--- config.mk ---
export PLATFORM = sky130hd
export DESIGN_NAME = vga_timing_gen
export DESIGN_NICKNAME = d
export VERILOG_FILES = /design/src/rtl/vga_pkg.sv /design/src/rtl/vga_delay_line.sv /design/src/rtl/vga_timing_gen.sv
export SDC_FILE = /design/constraint.sdc
export NUM_CORES = 1
export LEC_CHECK = 0
export CELL_PAD_IN_SITES_DETAIL_PLACEMENT = 1
export CELL_PAD_IN_SITES_GLOBAL_PLACEMENT = 1
export CORE_UTILIZATION = 41
export CTS_CLUSTER_SIZE = 25
export DETAILED_ROUTE_END_ITERATION = 10
export PLACE_DENSITY = 0.83
export RECOVER_POWER = 50
export SLEW_MARGIN = 20
export SYNTH_ARGS = -nofsm -noshare
export SYNTH_HDL_FRONTEND = slang
export SYNTH_SLANG_ARGS = --single-unit
--- constraint.sdc ---
create_clock -name clk -period 4.17 [get_ports clk]
set_input_delay 0.6255 -clock clk [delete_from_list [all_inputs] [get_ports clk]]
set_output_delay 0.6255 -clock clk [all_outputs]
set_load 0.01 [all_outputs]
--- src/rtl/vga_pkg.sv ---
// vga_pkg: shared constants for the VGA raster timing generator.
//   - Reset-default 640x480@60 timing values.
//   - Field indices of the packed {max,sp,fp,size} timing words (cfg_h/cfg_v).
//   - Flag-bit indices for the sync/valid/sof bundle carried by the delay line.
//   - timing_ok(): legality check applied to every written timing word.
package vga_pkg;

  localparam int DEF_HSIZE = 640;
  localparam int DEF_HFP   = 656;
  localparam int DEF_HSP   = 752;
  localparam int DEF_HMAX  = 800;
  localparam int DEF_VSIZE = 480;
  localparam int DEF_VFP   = 490;
  localparam int DEF_VSP   = 492;
  localparam int DEF_VMAX  = 525;

  // Field index inside a timing word; field i occupies bits [i*W +: W].
  localparam int CFG_SIZE_IDX = 0;
  localparam int CFG_FP_IDX   = 1;
  localparam int CFG_SP_IDX   = 2;
  localparam int CFG_MAX_IDX  = 3;

  // Deepest supported sync/valid alignment delay, in pixel strobes.
  localparam int PIPE_DLY_MAX = 8;

  // Bit positions inside the 4-bit flag bundle.
  localparam int FLAG_HS = 0;
  localparam int FLAG_VS = 1;
  localparam int FLAG_VA = 2;
  localparam int FLAG_SO = 3;
  localparam int FLAG_W  = 4;

  // A timing axis is legal when the active region is non-empty, the sync
  // pulse is non-empty and sits after the active region, and the total
  // covers everything (minimum total of 2 keeps the counter wrapping).
  function automatic logic timing_ok(input logic [31:0] sz, input logic [31:0] fp,
                                     input logic [31:0] sp, input logic [31:0] mx);
    return (sz >= 32'd1) && (sz <= fp) && (fp < sp) && (sp <= mx) && (mx >= 32'd2);
  endfunction

endpackage

--- src/rtl/vga_delay_line.sv ---
// vga_delay_line: strobe-gated shift register used to align the sync/valid
// flags with a downstream pixel pipeline.
//   clk     in   system clock
//   rst_n   in   synchronous active-low reset, loads every stage with rst_val
//   ce      in   pixel strobe; the line shifts only when high
//   rst_val in   WIDTH  value loaded into every stage at reset
//   din     in   WIDTH  input word
//   dout    out  WIDTH  input delayed by DEPTH strobes (DEPTH=0: pass-through)
module vga_delay_line #(
  parameter int WIDTH = 4,
  parameter int DEPTH = 0
) (
  input  logic             clk,
  input  logic             rst_n,
  input  logic             ce,
  input  logic [WIDTH-1:0] rst_val,
  input  logic [WIDTH-1:0] din,
  output logic [WIDTH-1:0] dout
);

  if (DEPTH == 0) begin : g_pass
    assign dout = din;
    // Clock/reset/strobe have no function without stages.
    logic unused_pass;
    assign unused_pass = &{1'b0, clk, rst_n, ce, rst_val};
  end else begin : g_shift
    logic [WIDTH-1:0] stage_q [DEPTH];
    logic [WIDTH-1:0] stage_d [DEPTH];

    always_comb begin
      for (int i = 0; i < DEPTH; i++) stage_d[i] = stage_q[i];
      if (ce) begin
        stage_d[0] = din;
        for (int i = 1; i < DEPTH; i++) stage_d[i] = stage_q[i-1];
      end
    end

    always_ff @(posedge clk) begin
      if (!rst_n) begin
        for (int i = 0; i < DEPTH; i++) stage_q[i] <= rst_val;
      end else begin
        for (int i = 0; i < DEPTH; i++) stage_q[i] <= stage_d[i];
      end
    end

    assign dout = stage_q[DEPTH-1];
  end

endmodule

--- src/rtl/vga_timing_gen.sv ---
// vga_timing_gen: runtime-programmable VGA raster timing generator.
//   clk, rst_n       clock, synchronous active-low reset
//   ce               pixel strobe; all state advances only when high
//   cfg_wr           one-cycle write of a pending timing set
//   cfg_h / cfg_v    {max,sp,fp,size} timing words
//   cfg_pending      a written timing set waits for the frame boundary
//   cfg_err          one-cycle pulse after a rejected write
//   hdata / vdata    current raster position (undelayed)
//   hsync/vsync/valid/sof  flags delayed by PIPE_DLY strobes (PIPE_DLY <= PIPE_DLY_MAX)
//   eol              undelayed, high while hdata == hmax-1
//   frame_cnt        completed frames, wrapping
//
// Handshake: cfg_wr is a single-cycle request with no ready; it is accepted
// (or rejected via cfg_err) in the cycle it is high, independent of ce.
// A new timing set only becomes active on the ce of the last pixel of a
// frame, so the counters never see a total smaller than their value.
module vga_timing_gen
  import vga_pkg::*;
#(
  parameter int HWIDTH   = 12,
  parameter int VWIDTH   = 12,
  parameter int HSIZE    = DEF_HSIZE,
  parameter int HFP      = DEF_HFP,
  parameter int HSP      = DEF_HSP,
  parameter int HMAX     = DEF_HMAX,
  parameter int VSIZE    = DEF_VSIZE,
  parameter int VFP      = DEF_VFP,
  parameter int VSP      = DEF_VSP,
  parameter int VMAX     = DEF_VMAX,
  parameter int HSPP     = 1,
  parameter int VSPP     = 1,
  parameter int PIPE_DLY = 0,
  parameter int FCWIDTH  = 16
) (
  input  logic                clk,
  input  logic                rst_n,
  input  logic                ce,
  input  logic                cfg_wr,
  input  logic [4*HWIDTH-1:0] cfg_h,
  input  logic [4*VWIDTH-1:0] cfg_v,
  output logic                cfg_pending,
  output logic                cfg_err,
  output logic [HWIDTH-1:0]   hdata,
  output logic [VWIDTH-1:0]   vdata,
  output logic                hsync,
  output logic                vsync,
  output logic                valid,
  output logic                sof,
  output logic                eol,
  output logic [FCWIDTH-1:0]  frame_cnt
);

  localparam logic HS_ON = (HSPP != 0);
  localparam logic VS_ON = (VSPP != 0);

  // Field order matches CFG_*_IDX: size in the low slice, max in the high.
  localparam logic [4*HWIDTH-1:0] DEF_H = {HWIDTH'(HMAX), HWIDTH'(HSP), HWIDTH'(HFP), HWIDTH'(HSIZE)};
  localparam logic [4*VWIDTH-1:0] DEF_V = {VWIDTH'(VMAX), VWIDTH'(VSP), VWIDTH'(VFP), VWIDTH'(VSIZE)};

  logic [HWIDTH-1:0]   h_q, h_d;
  logic [VWIDTH-1:0]   v_q, v_d;
  logic [4*HWIDTH-1:0] act_h_q, act_h_d, pend_h_q, pend_h_d;
  logic [4*VWIDTH-1:0] act_v_q, act_v_d, pend_v_q, pend_v_d;
  logic                pend_q, pend_d;
  logic                err_q, err_d;
  logic [FCWIDTH-1:0]  fcnt_q, fcnt_d;

  logic [HWIDTH-1:0] hsize, hfp, hsp, hmax;
  logic [VWIDTH-1:0] vsize, vfp, vsp, vmax;
  logic              h_last, v_last, frame_end, wr_ok;
  logic [FLAG_W-1:0] flag_raw, flag_idle, flag_dly;

  assign hsize = act_h_q[CFG_SIZE_IDX*HWIDTH +: HWIDTH];
  assign hfp   = act_h_q[CFG_FP_IDX*HWIDTH   +: HWIDTH];
  assign hsp   = act_h_q[CFG_SP_IDX*HWIDTH   +: HWIDTH];
  assign hmax  = act_h_q[CFG_MAX_IDX*HWIDTH  +: HWIDTH];
  assign vsize = act_v_q[CFG_SIZE_IDX*VWIDTH +: VWIDTH];
  assign vfp   = act_v_q[CFG_FP_IDX*VWIDTH   +: VWIDTH];
  assign vsp   = act_v_q[CFG_SP_IDX*VWIDTH   +: VWIDTH];
  assign vmax  = act_v_q[CFG_MAX_IDX*VWIDTH  +: VWIDTH];

  assign h_last    = (h_q == hmax - HWIDTH'(1));
  assign v_last    = (v_q == vmax - VWIDTH'(1));
  assign frame_end = ce && h_last && v_last;

  assign wr_ok = cfg_wr
    && timing_ok(32'(cfg_h[CFG_SIZE_IDX*HWIDTH +: HWIDTH]), 32'(cfg_h[CFG_FP_IDX*HWIDTH +: HWIDTH]),
                 32'(cfg_h[CFG_SP_IDX*HWIDTH +: HWIDTH]),   32'(cfg_h[CFG_MAX_IDX*HWIDTH +: HWIDTH]))
    && timing_ok(32'(cfg_v[CFG_SIZE_IDX*VWIDTH +: VWIDTH]), 32'(cfg_v[CFG_FP_IDX*VWIDTH +: VWIDTH]),
                 32'(cfg_v[CFG_SP_IDX*VWIDTH +: VWIDTH]),   32'(cfg_v[CFG_MAX_IDX*VWIDTH +: VWIDTH]));

  always_comb begin
    h_d      = h_q;
    v_d      = v_q;
    act_h_d  = act_h_q;
    act_v_d  = act_v_q;
    pend_h_d = pend_h_q;
    pend_v_d = pend_v_q;
    pend_d   = pend_q;
    fcnt_d   = fcnt_q;
    err_d    = cfg_wr && !wr_ok;

    if (ce) begin
      if (h_last) begin
        h_d = '0;
        v_d = v_last ? '0 : v_q + VWIDTH'(1);
      end else begin
        h_d = h_q + HWIDTH'(1);
      end
    end

    // Only a set that was already pending before this cycle is applied;
    // a write landing on the same cycle is handled below and stays pending.
    if (frame_end) begin
      fcnt_d = fcnt_q + FCWIDTH'(1);
      if (pend_q) begin
        act_h_d = pend_h_q;
        act_v_d = pend_v_q;
        pend_d  = 1'b0;
      end
    end

    if (wr_ok) begin
      pend_h_d = cfg_h;
      pend_v_d = cfg_v;
      pend_d   = 1'b1;
    end
  end

  always_ff @(posedge clk) begin
    if (!rst_n) begin
      h_q      <= '0;
      v_q      <= '0;
      act_h_q  <= DEF_H;
      act_v_q  <= DEF_V;
      pend_h_q <= DEF_H;
      pend_v_q <= DEF_V;
      pend_q   <= 1'b0;
      err_q    <= 1'b0;
      fcnt_q   <= '0;
    end else begin
      h_q      <= h_d;
      v_q      <= v_d;
      act_h_q  <= act_h_d;
      act_v_q  <= act_v_d;
      pend_h_q <= pend_h_d;
      pend_v_q <= pend_v_d;
      pend_q   <= pend_d;
      err_q    <= err_d;
      fcnt_q   <= fcnt_d;
    end
  end

  always_comb begin
    flag_raw          = '0;
    flag_raw[FLAG_HS] = ((h_q >= hfp) && (h_q < hsp)) ? HS_ON : ~HS_ON;
    flag_raw[FLAG_VS] = ((v_q >= vfp) && (v_q < vsp)) ? VS_ON : ~VS_ON;
    flag_raw[FLAG_VA] = (h_q < hsize) && (v_q < vsize);
    flag_raw[FLAG_SO] = (h_q == '0) && (v_q == '0);

    flag_idle          = '0;
    flag_idle[FLAG_HS] = ~HS_ON;
    flag_idle[FLAG_VS] = ~VS_ON;
  end

  vga_delay_line #(
    .WIDTH(FLAG_W),
    .DEPTH(PIPE_DLY)
  ) u_dly (
    .clk    (clk),
    .rst_n  (rst_n),
    .ce     (ce),
    .rst_val(flag_idle),
    .din    (flag_raw),
    .dout   (flag_dly)
  );

  assign hsync       = flag_dly[FLAG_HS];
  assign vsync       = flag_dly[FLAG_VS];
  assign valid       = flag_dly[FLAG_VA];
  assign sof         = flag_dly[FLAG_SO];
  assign eol         = h_last;
  assign hdata       = h_q;
  assign vdata       = v_q;
  assign cfg_pending = pend_q;
  assign cfg_err     = err_q;
  assign frame_cnt   = fcnt_q;

endmodule
# [Yosys cells after proc, flatten, opt, wreduce, memory -nomap -nowiden]
# Index checks and enable logic that the tools add are counted.
[word_totals] memories=0 input_bits=100 latchBits=0 mem_bits_rw=0 out_inout_bits=47 wordCells=61 rom_bits=0 regBits=234
[classes] multipliers=0 add_sub_neg=5 n_reduce_logical=23 shift=0 n_eq_ne=2 mux=6 magnitude_cmp=16 div_mod_pow=0 bitwise_logic=0
[op_table] operator="12-bit < comparator" count=6
[op_table] operator="12-bit less-or-equal comparator" count=4
[op_table] operator="12-bit by 1-bit adder with 12-bit output (second input constant)" count=2
[op_table] operator="12-bit equality test" count=2
[op_table] operator="12-bit by 1-bit greater-or-equal comparator with 1-bit output (second input constant)" count=2
[op_table] operator="12-bit greater-or-equal comparator" count=2
[op_table] operator="12-bit by 2-bit greater-or-equal comparator with 1-bit output (second input constant)" count=2
[op_table] operator="12-bit zero test" count=2
[op_table] operator="12-bit two-way mux" count=2
[op_table] operator="12-bit by 1-bit subtractor with 12-bit output (second input constant)" count=2
[op_table] operator="1-bit logical AND" count=17
[op_table] operator="16-bit by 1-bit adder with 16-bit output (second input constant)" count=1
[op_table] operator="1-bit two-way mux" count=4
[op_table] operator="2-bit AND reduction" count=2
[op_table] operator="2-bit nonzero test" count=1
[op_table] operator="1-bit zero test" count=1

# [Depth between registers and ports, before layout]
# Gate-level depths: netlist (run 1).
[logic_depth] word_depth=9 depth_mapped=15 depth_no_buf=10

# [Hierarchy]
# From an unflattened synthesis (run 1), not the netlist that was laid out.
[hier_totals] cells_unflattened=1567 hier_area_um2=13390.3
[by_module_without_submodules] mod="vga_timing_gen" area_each_um2=13360.3 instances=1 cells_per_inst=1563 seq_area_each_um2=4684.5
[by_module_without_submodules] mod="vga_delay_line" area_each_um2=30.0 instances=1 cells_per_inst=4 seq_area_each_um2=0.0

# [Worst setup path before layout (run 1)]
# OpenSTA, ideal clock, no wires.
[synth_path] kind="register to register" from="register act_h_q[36]" to="register fcnt_q[11] (netlist: frame_cnt[11])" stages_incl_launch_ff=15 t_required_ps=4039 setup_time_ps=131 slack_ps=878 period_less_slack_ps=3292 arrival_ps=3161 n_path_buf=4 cell_sequence="dfxtp_1 clkbuf_1 inv_1 ha_1 clkbuf_2 or4b_1 o41ai_1 a31oi_1 or4_1 nor3_2 buf_4 nand2_1 buf_2 o311ai_1 o41ai_1"
[synth_between] elab_chain_cells=4
[synth_lines] element="start, declared" line_no="vga_timing_gen.sv:62" source="logic [4*HWIDTH-1:0] act_h_q, act_h_d, pend_h_q, pend_h_d;"
[synth_lines] element="start signal, assigned" line_no="vga_timing_gen.sv:144" source="act_h_q <= act_h_d;"
[synth_lines] element="12-bit by 1-bit subtractor with 12-bit output" line_no="vga_timing_gen.sv:82" source="assign h_last = (h_q == hmax - HWIDTH'(1));"
[synth_lines] element="12-bit equality test" line_no="vga_timing_gen.sv:82"
[synth_lines] element="via eol" line_no="vga_timing_gen.sv:49" source="output logic eol,"
[synth_lines] element="1-bit logical AND (2 in series)" line_no="vga_timing_gen.sv:84" source="assign frame_end = ce && h_last && v_last;"
[synth_lines] element="end signal, assigned" line_no="vga_timing_gen.sv:150" source="fcnt_q <= fcnt_d;"
[synth_lines] element="end, declared" line_no="vga_timing_gen.sv:66" source="logic [FCWIDTH-1:0] fcnt_q, fcnt_d;"
# The timed path passes the listed nets, and every way through them passes these cells.
# A chain may end at the register's enable or synchronous reset.

# [Worst setup path after layout (run 1)]
[layout_path] from="register v_q[9] (netlist: vdata[9])" to="output valid"
[layout_between] elab_chain_cells=2
[layout_lines] element="start, declared" line_no="vga_timing_gen.sv:61" source="logic [VWIDTH-1:0] v_q, v_d;"
[layout_lines] element="start signal, assigned" line_no="vga_timing_gen.sv:143" source="v_q <= v_d;"
[layout_lines] element="12-bit < comparator" line_no="vga_timing_gen.sv:158" source="flag_raw[FLAG_VA] = (h_q < hsize) && (v_q < vsize);"
[layout_lines] element="1-bit logical AND" line_no="vga_timing_gen.sv:158"
[layout_lines] element="end, declared" line_no="vga_timing_gen.sv:47" source="output logic valid,"
# No other way between the ends.

==> results of run 1 <==
-- per-stage QoR --
stage | cells | instance area [µm²]
after global routing | 2130 | 16220
after detailed placement | 2081 | 15280
after floorplan | 1562 | 13360
final | 2130 | 16220
after CTS | 2130 | 16250
after global placement | 2081 | 15280
-- flip-flops by register name, indices dropped and copies added, names as in the netlist --
| register | flops |
|---|---|
| pend_h_q | 48 |
| pend_v_q | 48 |
| act_h_q | 48 |
| vdata | 12 |
| hdata | 12 |
| act_v_q | 48 |
| frame_cnt | 16 |
| cfg_err | 1 |
| cfg_pending | 1 |
-- timing repair --
action	in CTS	in global routing
setup buffers	0	0
endpoints found under the setup margin	1	2
pin swaps	0	0
gates resized for setup	2	2
-- final cells by class --
type | instances | area (µm²)
sequential | 234 | 4684
timing repair buffer | 174 | 1685
tap | 435 | 544.3
fill | 3701 | 15580
inverter | 157 | 589.3
multi-input combinational | 1081 | 7742
clock inverter | 8 | 142.6
clock buffer | 41 | 828.3
-- power by group --
part,leakage (nW),total (mW),internal (mW),switching [mW]
combinational,5.12,0.474,0.219,0.255
sequential,1.89,2.28,2.26,0.0198
clock,0.478,2.56,1.61,0.957
total,7.49,5.32,4.09,1.23
-- worst max-delay path by stage --
stage | endpoint | slack, ns | cells past startpoint
after floorplan | frame_cnt[11]$_SDFFE_PN0P_ | 0.88 | 14
after global placement | pend_v_q[36]$_SDFFE_PN1P_ | 0.41 | 11
after detailed placement | pend_v_q[22]$_SDFFE_PN0P_ | 0.30 | 12
after CTS | vsync | 0.04 | 10
after global routing | vsync | 0.03 | 11
final | valid | 0.19 | 8
-- cell usage after synthesis (6+ instances only) --
cell / count / share of area
nand4_1: 34 / 0.016
nand2_1: 157 / 0.044
clkbuf_1: 66 / 0.019
o21ai_1: 13 / 0.0049
o211ai_1: 40 / 0.022
o2111ai_1: 7 / 0.0046
buf_2: 13 / 0.0049
o21ai_0: 72 / 0.027
or4_1: 8 / 0.0045
or3_1: 6 / 0.0028
nor3_1: 19 / 0.0071
o21a_1: 9 / 0.0051
nor2b_1: 75 / 0.035
nand2b_1: 21 / 0.0098
inv_1: 157 / 0.044
nor4_1: 20 / 0.0094
buf_1: 8 / 0.0022
nor2_1: 46 / 0.013
o31ai_1: 8 / 0.0045
dfxtp_1: 234 / 0.35
ha_1: 145 / 0.14
o41ai_1: 9 / 0.0059
and3_1: 7 / 0.0033
a21oi_1: 36 / 0.013
o311ai_1: 7 / 0.0046
xor2_1: 18 / 0.012
xnor2_1: 21 / 0.014
nand3_1: 93 / 0.035
a211oi_1: 12 / 0.0067
a21o_1: 29 / 0.016
mux2i_1: 106 / 0.079
-- critical path, delay by kind of cell (launching register included) --
kind,cells,cell delay (ns)
adders and majority gates,1,0.35
AOI/OAI and AO/OA,4,0.70
DFF,1,0.55
buffers and inverters,2,1.01
and+or+nand+nor,1,0.21
-- cells by family after synthesis --
logic type / Yosys count / share of synthesized area
AND/OR/NAND/NOR: 514 / 0.1982
AO/OA/AOI/OAI: 277 / 0.1386
buffers and inverters: 247 / 0.07157
flip-flops: 234 / 0.3507
adder cells (fa/ha/maj): 145 / 0.1358
multiplexers: 106 / 0.07944
XOR/XNOR: 39 / 0.02557
-- routing by layer --
metal  part of all wire  global-route usage
met1               0.48              0.3503
met2               0.46              0.4183
met3              0.038             0.02514
met4              0.021             0.06824
met5                  0                   0
==> metrics.cfg, run 1 <==
[logic_synthesis]
synth_cells=1562
synth_cell_types=70
synth_edf_count=0
synth_ff_type=dfxtp_1
synth_seq_area_share=0.3507
synth_seq_cells=234
synth-async-reset-ratio=0
synth_area_mm2=0.01336
synth_area_per_cell_um2=8.551
ys_warn_count=0
synth_fp_nets=1807

[place]
dp_hpwl_mm=30.27
place_ws_ns=0.3044
place.gp.congestion=0.8709
numPortBuffers=146

[sta]
setup_tns_ns=0
maxSlewHeadroom=0.1480
finalSetupViolCount=0
fmax_mhz=251.4
period_minus_slack_ns=3.978
whs_ns=0.4537
skew_ns=0.01976
hold_viol=0
slew_violations=0
finalWorstSetupSlack_ns=0.1916
rsz0062_at_grt=false
worstMarginPinSlew_ns=1.278
period_share=0.9541

[worst_setup_path]
arrival_ns=3.35
r2r_cells=12
cp_data_required_time_ns=3.54
cp_cell_sequence=clkbuf_1 > ha_1 > a21o_1 > a21oi_1 > o22ai_1 > nor3_1 > o211a_1 > clkdlybuf4s50_1
end_kind=output port
startpoint=vdata[9]$_SDFFE_PN0P_
r2r_end=act_v_q[4]$_SDFFE_PN0P_
crit_slowest_cell=clkdlybuf4s50_1
critical_path_class=reg -> out
start_kind=register
ff2ff_setup_slack_ns=0.40
r2r_start=act_h_q[36]$_SDFFE_PN0P_
critPathMaxFanout=5
max_stage_delay_ns=0.56

[route]
drt_iter0_drc=698
wl_per_cell_um=19.99
drtAntennaViolNets=0
avgViaCountPerCell=5.622
routed_wl_mm=42.57
vias=11970
drcViolationCount=0
first_pass_iters=5

[floorplan]
die_h_um=182.5
start_util=0.4200
die_w_um=182.5
core_mm2=0.03180
die_area_mm2=0.03330
io_pins=147
core.rowCount=65

[grt]
grt_pass1_vias=12380
grt_usage=0.2532
gr-total-overflow=0
grt_first_pass_wirelength_mm=67.23
antenna_found_initial=0
grt_max_degree=137

[cells_and_area]
drive_gt1_frac=0.04720
fin_util=0.5100
final_common_cell=dfxtp_1
syn_to_final_growth_pct=21.41
nets=1920
diodes=0
final_cell_mix=234 x dfxtp_1, 157 x inv_1, 157 x nand2_1

[power_and_ir_drop]
finalPower_mw=5.317
vdd_ir_drop_max_uv=236.1
p_per_area_mw_per_mm2=327.9
p_leak_nw=7.488

[clock_tree]
cts_hold_buf=0
clk_pin_slew_ns=0.06
clock_latency_ns=0.53
cts_buffers=27
htreeDepth=1
cts.sink_count=234
cts_root_buffer=clkbuf_16
clockBufferDepth=3
cts_tree=built

[worst_hold_path]
hold_path.class=reg -> reg
whs_endpoint=act_v_q[2]$_SDFFE_PN0P_
hp-start=act_v_q[2]$_SDFFE_PN0P_
hold_depth=2

[run_status]
status=complete, no violations

[flow_run]
maxCapViolCount=0

(Power assumes the default switching activity.)
==> run 2: changes to the inputs <==
--- a/config.mk
+++ b/config.mk
@@ -7,10 +7,10 @@
 export LEC_CHECK = 0
 export CELL_PAD_IN_SITES_DETAIL_PLACEMENT = 1
 export CELL_PAD_IN_SITES_GLOBAL_PLACEMENT = 1
-export CORE_UTILIZATION = 41
+export CORE_UTILIZATION = 43
 export CTS_CLUSTER_SIZE = 25
 export DETAILED_ROUTE_END_ITERATION = 10
-export PLACE_DENSITY = 0.83
+export PLACE_DENSITY = 0.86
 export RECOVER_POWER = 50
 export SLEW_MARGIN = 20
 export SYNTH_ARGS = -nofsm -noshare
==> metrics.cfg, run 2 (synthesized netlist as in run 1, its figures left out) <==
[floorplan]
start_util=0.4366
core_mm2=0.03059
core.rowCount=64
die_h_um=178.2
io_pins=147
die_w_um=178.2
die_area_mm2=0.03177

[flow_run]
maxCapViolCount=1

[clock_tree]
clockBufferDepth=3
htreeDepth=1
cts_tree=built
postCtsSetupRepairBufs=0
cts.sink_count=234
cts_root_buffer=clkbuf_16
clock_latency_ns=0.56
cts_buffers=28
clk_pin_slew_ns=0.06
cts_resized=2
cts_hold_buf=0

[route]
drtAntennaViolNets=0
avgViaCountPerCell=5.879
drcViolationCount=0
first_pass_iters=5
wl_per_cell_um=21.67
routed_wl_mm=45.22
drt_iter0_drc=831
vias=12270

[worst_hold_path]
hold_path.class=reg -> reg

[cells_and_area]
fillers=3576
diodes=0
nets=1915
multi_input_area_mm2=0.007742
seq_area_mm2=0.004688
final_common_cell=dfxtp_1
drive_gt1_frac=0.04908
final_cell_mix=231 x dfxtp_1, 157 x inv_1, 157 x nand2_1
syn_to_final_growth_pct=20.67

[sta]
hold_viol=0
fmax_mhz=247.3
setup_tns_ns=0
worstMarginPinSlew_ns=1.537
finalWorstSetupSlack_ns=0.1268
maxSlewHeadroom=-0.02456
period_minus_slack_ns=4.043
slew_violations=60
skew_ns=0.02007
period_share=0.9696
rsz0062_at_grt=false
finalSetupViolCount=0

[grt]
grt_pass1_vias=12960
grt_usage=0.2878
antenna_found_initial=1
grt_max_degree=142
gr-total-overflow=0
grt_first_pass_wirelength_mm=71.51

[place]
place.gp.congestion=0.8765
numPortBuffers=146
dp_hpwl_mm=31.53
place_ws_ns=0.2961

[power_and_ir_drop]
p_leak_nw=7.458
finalPower_mw=5.321
p_per_area_mw_per_mm2=330.1
vdd_ir_drop_max_uv=282.2

[worst_setup_path]
cp_data_required_time_ns=3.54
start_kind=register
arrival_ns=3.42
end_kind=output port
critical_path_class=reg -> out
critPathMaxFanout=10

[run_status]
status=finished, violations left
violations=capacitance limit, slew limit

==> run 2: cell count changes in the layout (fill, tap and decap cells not counted), sizes merged <==
cell | before | now
clkinv | 3 | 9
buf | 20 | 15
dlygate4sd3 | 35 | 37
bufinv | 4 | 3
clkinvlp | 1 | 3
clkbuf | 50 | 44
clkdlybuf4s50 | 109 | 107
==> run 2: final cells by class <==
cell class              instances  area share
multi-input cells            1081      0.4804
flip-flops and latches        234      0.2909
repair buffers                168      0.1019
clock buffers                  36     0.04976
inverters                     157     0.03657
well taps                     396     0.03074
clock inverters                15    0.009782
==> run 2: worst paths after layout <==
kind,start,endpoint,slack (ns),cells past startpoint
worst max-delay path,act_h_q[36]$_SDFFE_PN0P_,eol,0.13,8
worst min-delay path,act_h_q[0]$_SDFFE_PN0P_,act_h_q[0]$_SDFFE_PN0P_,0.45,2
worst max register to register,act_h_q[36]$_SDFFE_PN0P_,act_v_q[14]$_SDFFE_PN0P_,0.31,12
worst min register to register,act_h_q[0]$_SDFFE_PN0P_,act_h_q[0]$_SDFFE_PN0P_,0.45,2
==> run 2: worst max-delay path: stages (launching register included) <==
cell	delay, ns
dfxtp_1	0.41
inv_1	0.10
ha_2	0.28
or4b_1	0.47
o41ai_1	0.29
a31oi_1	0.10
or4_1	0.55
nor3_1	0.29
dlygate4sd2_1	0.36
==> run 2: where the power goes <==
| group | total, mW | switching [mW] | leakage, nW | internal, mW |
|---|---|---|---|---|
| Combinational | 0.482 | 0.262 | 5.09 | 0.220 |
| Sequential | 2.28 | 0.0211 | 1.89 | 2.26 |
| Clock | 2.56 | 1.02 | 0.474 | 1.54 |
| Total | 5.32 | 1.31 | 7.46 | 4.02 |
==> run 2: per-layer routing <==
| metal | vias to the layer above | share of wire | track usage |
|---|---|---|---|
| met5 | - | 0.00022 | 0 |
| met4 | 2 | 0.029 | 0.09781 |
| met3 | 90 | 0.054 | 0.03389 |
| met2 | 400 | 0.47 | 0.4846 |
| met1 | 6069 | 0.44 | 0.3796 |
| li1 | 5709 | - | - |
==> run 2: metrics by stage <==
step	utilization	instance area [µm²]	std cells	hold slack (ns)
2_1_floorplan	-	13360	1562	0.4284
3_3_place_gp	0.4965	15190	2036	0.4361
3_5_place_dp	0.4965	15190	2036	0.4500
4_1_cts	0.5279	16150	2087	0.4568
5_1_grt	0.5269	16120	2087	0.4812
6_report	0.5269	16120	2087	0.4547
==> run 3: changes to the inputs <==
==> constraint.sdc (replaced) <==
create_clock -name clk -period 4.17 [get_ports clk]
set_input_delay 0.6255 -clock clk [delete_from_list [all_inputs] [get_ports clk]]
set_output_delay 0.6255 -clock clk [all_outputs]
set_load 0.02 [all_outputs]
==> metrics.cfg, run 3 (synthesized netlist as in run 1, its figures left out) <==
[grt]
gr-total-overflow=0
grt_use_met3=0.04049
grt_max_degree=148
antenna_found_initial=0
grt_pass1_vias=12910
grt-busiest-layer=met2
grt_util_met2=0.4724
gr-usage-met1=0.3654
grt_first_pass_wirelength_mm=69.81
grt_usage=0.2813

[power_and_ir_drop]
vdd_ir_drop_max_uv=244.5
p_per_area_mw_per_mm2=327.3
p_leak_nw=7.546

[place]
numPortBuffers=146
place.gp.congestion=0.8759
dp_hpwl_mm=31.52
postPlaceCellArea_mm2=0.01524
place_ws_ns=0.3176

[worst_setup_path]
r2r_end=frame_cnt[4]$_SDFFE_PN0P_
max_stage_delay_ns=0.63
critical_path_class=reg -> out
ff2ff_setup_slack_ns=0.25
r2r_start=act_h_q[37]$_SDFFE_PN0P_
cp_common_cell=a21o_1
crit_slowest_cell=clkdlybuf4s50_1
worstSetupEndpoint=valid
cp_cell_sequence=ha_1 > a21o_1 > a21o_1 > a21o_1 > a211oi_1 > o21bai_1 > a21oi_1 > o211a_1 > clkdlybuf4s50_1
startpoint=vdata[1]$_SDFFE_PN0P_
start_kind=register
cp_data_required_time_ns=3.54
end_kind=output port
r2r_cells=12
arrival_ns=3.40
critPathMaxFanout=8

[sta]
worstMarginPinSlew_ns=1.101
slew_violations=0
period_minus_slack_ns=4.021
maxSlewHeadroom=0.2604
finalSetupViolCount=0
period_share=0.9643
finalWorstSetupSlack_ns=0.1488
setup_tns_ns=0
rsz0062_at_grt=false
skew_ns=0.01383
fmax_mhz=248.7
hold_viol=0

[route]
drtAntennaViolNets=0
avgViaCountPerCell=5.892
drcViolationCount=0
first_pass_iters=5
wl_per_cell_um=21.32
routed_wl_mm=44.63
drt_iter0_drc=754
vias=12330

[run_status]
status=complete, no violations

[clock_tree]
clock_latency_ns=0.54
cts_hold_buf=0
cts.sink_count=234
cts_root_buffer=clkbuf_16
htreeDepth=1
clockBufferDepth=3
cts_buffers=27
clk_pin_slew_ns=0.06
cts_tree=built

[cells_and_area]
syn_to_final_growth_pct=21.09
drive_gt1_frac=0.05303
fillers=3583
final_common_cell=dfxtp_1
fin_util=0.5287
final_cell_mix=233 x dfxtp_1, 157 x inv_1, 157 x nand2_1
nets=1922
post-route-cell-area_mm2=0.01617
diodes=0

[worst_hold_path]
hold_path.class=reg -> reg

[flow_run]
maxCapViolCount=0

[floorplan]
die_h_um=178.2
die_w_um=178.2
io_pins=147
core.rowCount=64
die_area_mm2=0.03177
start_util=0.4366
core_mm2=0.03059

run 3: cell types whose count changed in the layout (fill, tap and decap cells not counted), sizes merged:
| cell | before | now |
|---|---|---|
| clkinv | 9 | 5 |
| clkbuf | 44 | 42 |
| bufinv | 3 | 4 |
| clkdlybuf4s50 | 107 | 100 |
| inv | 157 | 158 |
| clkinvlp | 3 | 1 |
| buf | 15 | 27 |
| dlygate4sd3 | 37 | 44 |
run 3: layout make-up:
cell class | count | area (µm²) | share of cell area
Multi-Input combinational cell | 1081 | 7746 | 0.4790
Sequential cell | 234 | 4686 | 0.2897
Timing Repair Buffer | 176 | 1712 | 0.1058
Clock buffer | 38 | 777.0 | 0.04804
Inverter | 157 | 589.3 | 0.03644
Tap cell | 396 | 495.5 | 0.03064
Clock inverter | 11 | 167.7 | 0.01037
run 3: timing repair:
item	in CTS	in global routing
endpoints found under the setup margin	3	1
gates resized for setup	4	2
buffers inserted	0	0
endpoints found under the hold margin	0	0
gates cloned	0	0
run 3: worst max-delay path, delay by kind of cell (launching register included):
family                     cells  cell delay [ns]
AOI/OAI and AO/OA              7             1.35
buffers and inverters          1             0.63
DFF                            1             0.57
adders and majority gates      1             0.31
run 3: worst min-delay path by stage:
stage	cells past startpoint	startpoint	slack [ns]	end
2_1_floorplan	2	act_v_q[25]$_SDFFE_PN0P_	0.43	act_v_q[25]$_SDFFE_PN0P_
3_3_place_gp	2	act_v_q[0]$_SDFFE_PN0P_	0.44	act_v_q[0]$_SDFFE_PN0P_
3_5_place_dp	2	act_v_q[35]$_SDFFE_PN0P_	0.45	act_v_q[35]$_SDFFE_PN0P_
4_1_cts	2	act_v_q[35]$_SDFFE_PN0P_	0.46	act_v_q[35]$_SDFFE_PN0P_
5_1_grt	2	act_v_q[35]$_SDFFE_PN0P_	0.48	act_v_q[35]$_SDFFE_PN0P_
6_report	2	act_v_q[11]$_SDFFE_PN0P_	0.46	act_v_q[11]$_SDFFE_PN0P_
run 3: power breakdown:
group	leakage, nW	internal, mW	switching (mW)	total [mW]
Sequential	1.89	2.26	0.0205	2.28
Combinational	5.19	0.219	0.263	0.483
Clock	0.464	1.55	0.986	2.53
run 3: metrics by stage:
stage                     std cells  power, mW  hold slack [ns]
final                          2093      5.294           0.4577
after global routing           2093      5.459           0.4796
after CTS                      2093      5.308           0.4581
after detailed placement       2044      2.802           0.4480
after global placement         2044      2.775           0.4369
after floorplan                1562      2.563           0.4284
run 3: metal layers:
metal	share of wire	up-vias
li1	-	5711
met5	0	-
met1	0.44	6115
met2	0.47	398
met4	0.033	0
met3	0.058	107
